[config.mk]
export PLATFORM = sky130hd
export DESIGN_NAME = freq_divider_frac
export DESIGN_NICKNAME = d
export VERILOG_FILES = /design/src/rtl/adpll_div_pkg.sv /design/src/rtl/frac_accum.sv /design/src/rtl/freq_divider_frac.sv
export SDC_FILE = /design/constraint.sdc
export NUM_CORES = 1
export LEC_CHECK = 0
export ABC_AREA = 1
export CORE_MARGIN = 1.5
export CORE_UTILIZATION = 35
export CTS_CLUSTER_DIAMETER = 150
export CTS_CLUSTER_SIZE = 25
export DETAILED_ROUTE_END_ITERATION = 10
export GPL_ROUTABILITY_DRIVEN = 0
export HOLD_SLACK_MARGIN = 0.15
export PLACE_DENSITY = 0.65
export SYNTH_ARGS = -nofsm -noshare
export SYNTH_HDL_FRONTEND = slang
export SYNTH_SLANG_ARGS = --single-unit
[constraint.sdc]
create_clock -name clk -period 4.5 [get_ports clk]
set_input_delay 0.9 -clock clk [delete_from_list [all_inputs] [get_ports clk]]
set_output_delay 0.9 -clock clk [all_outputs]
set_load 0.01 [all_outputs]
[src/rtl/adpll_div_pkg.sv]
// adpll_div_pkg: shared state encoding and ratio constants for the ADPLL feedback divider
package adpll_div_pkg;
  typedef enum logic {IDLE, RUN} state_e;
  localparam int NDIV_MIN     = 2;
  localparam int NDIV_DEFAULT = 4;
endpackage

[src/rtl/frac_accum.sv]
// frac_accum: FRAC_W-bit phase accumulator with carry-out and clear; built only with FREQ_DIV_FRAC_EN
`ifdef FREQ_DIV_FRAC_EN
module frac_accum #(
  parameter int FRAC_W = 8
) (
  input  logic              clk,
  input  logic              reset_n,
  input  logic              clr_i,
  input  logic              add_i,
  input  logic [FRAC_W-1:0] frac_i,
  output logic              carry_o
);
  logic [FRAC_W-1:0] acc_q, acc_d, sum;
  always_comb begin
    {carry_o, sum} = {1'b0, acc_q} + {1'b0, frac_i};
    acc_d = clr_i ? '0 : add_i ? sum : acc_q;
  end
  always_ff @(posedge clk or negedge reset_n)
    if (!reset_n) acc_q <= '0;
    else          acc_q <= acc_d;
endmodule
`endif

[src/rtl/freq_divider_frac.sv]
// freq_divider_frac: programmable clock divider with boundary-applied ratio updates.
// Define FREQ_DIV_FRAC_EN to add the frac_in port and first-order fractional-N dithering.
module freq_divider_frac
  import adpll_div_pkg::*;
#(
  parameter int NDIV_W       = 8,
  parameter int FRAC_W       = 8,
  parameter int DEFAULT_NDIV = NDIV_DEFAULT
) (
  input  logic              clk,
  input  logic              reset_n,
  input  logic              enable,
  input  logic [NDIV_W-1:0] ndiv_in,
  input  logic              ndiv_valid,
`ifdef FREQ_DIV_FRAC_EN
  input  logic [FRAC_W-1:0] frac_in,
`endif
  output logic              ndiv_ack,
  output logic              ndiv_err,
  output logic [NDIV_W-1:0] ndiv_active,
  output logic              div_out,
  output logic              div_tick
);
  localparam logic [NDIV_W-1:0] N_MIN = NDIV_W'(NDIV_MIN);
  localparam logic [NDIV_W-1:0] N_DEF = NDIV_W'(DEFAULT_NDIV);
  state_e            state_q, state_d;
  logic [NDIV_W:0]   cnt_q, cnt_d, len_q, len_d, half;
  logic [NDIV_W-1:0] active_q, active_d, pend_q, pend_d, n_next;
  logic              pend_vld_q, pend_vld_d, out_q, out_d, tick_q, tick_d;
  logic              ack_q, ack_d, err_q, err_d;
  logic              req_ok, req_bad, boundary, carry;
  if (DEFAULT_NDIV < NDIV_MIN || FRAC_W < 1) begin : g_bad_param
    $error("freq_divider_frac: DEFAULT_NDIV must be >= 2 and FRAC_W >= 1");
  end
  assign req_ok   = ndiv_valid && ndiv_in >= N_MIN;
  assign req_bad  = ndiv_valid && !req_ok;
  assign boundary = state_q == RUN && cnt_q == len_q - 1'b1;
  // a request landing on the boundary edge itself bypasses the pending register
  assign n_next   = req_ok ? ndiv_in : pend_vld_q ? pend_q : active_q;
`ifdef FREQ_DIV_FRAC_EN
  frac_accum #(.FRAC_W(FRAC_W)) u_frac (
    .clk     (clk),
    .reset_n (reset_n),
    .clr_i   (state_d == IDLE),
    .add_i   (boundary && enable),
    .frac_i  (frac_in),
    .carry_o (carry)
  );
`else
  assign carry = 1'b0;
`endif
  always_comb begin
    state_d    = state_q;
    cnt_d      = cnt_q;
    len_d      = len_q;
    active_d   = active_q;
    pend_d     = pend_q;
    pend_vld_d = pend_vld_q;
    ack_d      = req_bad;
    err_d      = req_bad;
    if (state_q == IDLE) begin
      active_d = req_ok ? ndiv_in : active_q;
      ack_d    = ndiv_valid;
      state_d  = enable ? RUN : IDLE;
      len_d    = (NDIV_W+1)'(active_d);
    end else if (boundary) begin
      active_d   = n_next;
      pend_vld_d = 1'b0;
      ack_d      = ndiv_valid;
      state_d    = enable ? RUN : IDLE;
      cnt_d      = '0;
      len_d      = (NDIV_W+1)'(n_next) + (NDIV_W+1)'(carry);
    end else begin
      cnt_d      = cnt_q + 1'b1;
      pend_d     = req_ok ? ndiv_in : pend_q;
      pend_vld_d = pend_vld_q | req_ok;
      ack_d      = req_bad | (cnt_d == len_q - 1'b1 && pend_vld_d);
    end
    half   = (len_d + 1'b1) >> 1;
    out_d  = state_d == RUN && cnt_d < half;
    tick_d = state_d == RUN && cnt_d == '0;
  end
  always_ff @(posedge clk or negedge reset_n)
    if (!reset_n) begin
      state_q    <= IDLE;
      cnt_q      <= '0;
      len_q      <= (NDIV_W+1)'(N_DEF);
      active_q   <= N_DEF;
      pend_q     <= '0;
      pend_vld_q <= 1'b0;
      out_q      <= 1'b0;
      tick_q     <= 1'b0;
      ack_q      <= 1'b0;
      err_q      <= 1'b0;
    end else begin
      state_q    <= state_d;
      cnt_q      <= cnt_d;
      len_q      <= len_d;
      active_q   <= active_d;
      pend_q     <= pend_d;
      pend_vld_q <= pend_vld_d;
      out_q      <= out_d;
      tick_q     <= tick_d;
      ack_q      <= ack_d;
      err_q      <= err_d;
    end
  assign ndiv_active = active_q;
  assign div_out     = out_q;
  assign div_tick    = tick_q;
  assign ndiv_ack    = ack_q;
  assign ndiv_err    = err_q;
endmodule
==> summary.txt <==
Run status -> finished clean
Layout overhead on the synthesized area -> 16.41%
Mean number of vias per cell -> 4.836
Number of synthesized flops with an enable pin -> 0
Reg clk slew, reported paths -> 80 ps
Number of clock sinks -> 40
GRT Overall Usage -> 0.1679
Number of global-route vias before repair -> 2,446
Syn nets -> 403
Rel. slew slack -> 0.3840
Post-synthesis sequential area ratio -> 0.3698
Share of synthesized cell area in and, or, nand and nor gates -> 0.3527
Row count -> 31
Final worst slack -> 700.9 ps
PD cells -> 745.1 nW/um2
ANT cells -> 0
Post-DP HPWL -> 4882 um
Starting Density -> 0.3683
Post-cts sizing count -> 0
Crit path launch type -> register
Final net count -> 427
First-pass GRT wire length -> 11,180 um
Post-route cell area -> 3159 um2
Die area -> 8291 um2
TritonCTS clock tree -> yes
# setup viols final -> 0
Clock latency on the worst-skew pair -> 300 ps
Min-delay worst type -> reg -> reg
Hold path depth -> 2
DRT iter0 DRCs -> 165
Yosys cell types -> 36
Largest net degree at the start of global routing -> 41
I/O Buffers -> 23
Synth Area in Adders -> 0.04610
Core area -> 7370 um2
VDD IR max -> 0.2186 mV
Req. time, crit path -> 4740 ps
Mux cell area share after synthesis -> 0
Number of setup buffers added after CTS -> 0
Max-cap viol count -> 0
WL/cell -> 12.64 um
CTS Root Cell -> clkbuf_8
Yosys warns -> 0
Hold Buf Count CTS -> 0
Most used DFF post-synth -> dfrtp_1
Initial antenna violation count -> 0
# IOs -> 24
Drt total wl -> 6381 um
Leak -> 1.502 nW
Clock Skew -> 8.580 ps
Count of pins over their slew limit -> 0
Antenna viol nets, final -> 0
Vert. Die Dim -> 91.06 um
DRC -> 0
Post-synthesis cell count -> 381
Worst R2R Path Depth -> 27
Share of layout cells above drive strength 1 -> 0.1256
Setup TNS -> 0 ps
Grt ovf -> 0
Post-route minimum period -> 3799 ps
Netlist Area Pre-Place -> 2714 um2
CP Class -> reg -> reg
RSZ-0062 raised after global routing -> no
Least-Margin Pin Slew -> 924.0 ps
Clock buffer depth -> 2
Compound-Gate Fraction of Synth Area -> 0.1079
Fmax -> 263.2 MHz
Xor-xnor portion of the synthesized cell area -> 0.03550
Post-DP Area -> 3027 um2
First-pass DRT Iterations -> 4
Num CTS Buffers -> 5
CP max FO -> 34
Setup crit end kind -> register
Vias post-DR -> 2,442
Die X -> 91.06 um
Crit share post-route -> 0.8443
Hold Vio Cnt, Final -> 0
Ys async rst share -> 1.000
Post-synthesis area per instance -> 7.123 um2
Flops & latches, synth -> 40
Largest family of logic cells by synthesized area -> simple AND/OR/NAND/NOR gates
Dpl ws -> 548.8 ps
Crit path DAT -> 4040 ps
Htree depth -> 2
-- cells in the final DEF, fill, tap and decap left out, drive strengths merged, types with 2 or more instances in the layout --
cell type / count
bufinv: 2
xor2: 7
buf: 2
nand3: 33
or2: 2
inv: 51
o21ai: 34
nand2: 122
ha: 10
clkbuf: 6
o211ai: 3
o22ai: 6
xnor2: 4
clkdlybuf4s50: 22
a21oi: 4
nor2: 44
nand4: 5
dfrtp: 38
dfstp: 2
-- worst paths after layout --
check                                      start                    endpoint  slack, ps
min in group asynchronous                reset_n  ndiv_active[1]$_DFFE_PN0P_        730
setup / recovery              len_q[0]$_DFF_PN0_           div_out$_DFF_PN0_        700
setup reg to reg              len_q[0]$_DFF_PN0_           div_out$_DFF_PN0_        700
hold / removal             pend_q[3]$_DFFE_PN0P_       pend_q[3]$_DFFE_PN0P_        480
max in group asynchronous                reset_n          cnt_q[7]$_DFF_PN0_       3200
hold reg to reg            pend_q[3]$_DFFE_PN0P_       pend_q[3]$_DFFE_PN0P_        480
-- worst max-delay path, cell delays in order (launching register included) --
cell,delay [ps]
dfrtp_1,430
inv_2,110
ha_1,250
nand2_2,110
nor2_2,160
nand2_1,70
nand2_1,70
nand2_2,70
nand2_1,70
nand2_2,60
nor2_4,120
nand3_4,140
nand2_4,330
nand2_1,160
o21ai_2,110
inv_1,100
ha_1,240
inv_1,100
nor2_2,60
xnor2_1,120
ha_1,280
nand2_1,60
nor2_1,40
a211oi_1,170
nor2_1,70
nor2_1,90
nand2_1,50
nor2_1,80
-- layout make-up --
type | count | area [um2]
Fill cell | 774 | 4210
Multi-Input combinational cell | 282 | 1471
Sequential cell | 40 | 1003
Timing Repair Buffer | 24 | 232.7
Inverter | 52 | 195.2
Tap cell | 99 | 123.9
Clock buffer | 6 | 72.57
Clock inverter | 2 | 60.06
-- per-stage QoR --
step,total power [mW],hold WS (ps),cells,util
after floorplan,1.643,447.9,381,-
after global placement,1.976,462.1,497,0.4107
after detailed placement,2.001,468.9,497,0.4107
after CTS,2.366,489.7,505,0.4287
after global routing,2.597,506.8,505,0.4287
final,2.354,484.3,505,0.4287
-- cell usage after synthesis (5+ instances only) --
cell type | count | area share
xor2_1 | 7 | 0.023
dfrtp_1 | 38 | 0.35
nand4_1 | 5 | 0.012
inv_1 | 45 | 0.062
o22ai_1 | 6 | 0.014
nand2_2 | 14 | 0.032
ha_1 | 10 | 0.046
nand2_1 | 106 | 0.15
nand3_1 | 32 | 0.059
nor2_2 | 12 | 0.028
o21ai_0 | 30 | 0.055
inv_2 | 6 | 0.0083
nor2_1 | 31 | 0.043
-- per-layer routing --
metal / global-route usage / vias up / part of all wire / wire length (um)
met4: 0.07422 / 0 / 0.023 / 145
met1: 0.2177 / 1110 / 0.46 / 2938
li1: - / 1274 / - / -
met2: 0.2774 / 45 / 0.48 / 3076
met5: 0 / - / 0 / 0
met3: 0.02261 / 13 / 0.035 / 221
-- power breakdown --
| group | switching [mW] | total (mW) | internal [mW] |
|---|---|---|---|
| Clock | 0.135 | 0.357 | 0.222 |
| Combinational | 0.831 | 1.36 | 0.527 |
| Sequential | 0.132 | 0.638 | 0.506 |
-- sequential cells by signal, summed over array words and instances, names as in the netlist --
signal / cells
pend_q: 8
state_q: 1
ndiv_active: 8
len_q: 9
pend_vld_q: 1
ndiv_err: 1
div_tick: 1
div_out: 1
ndiv_ack: 1
cnt_q: 9
-- kinds of logic (layout without fill, tap and decap cells) --
logic type / Yosys count / after routing
simple gates: 209 / 209
buf+inv: 59 / 84
compound gates: 52 / 52
flops: 40 / 40
xor+xnor: 11 / 11
fa+ha+maj: 10 / 10
Note: power is estimated with default switching activity, not from simulation.
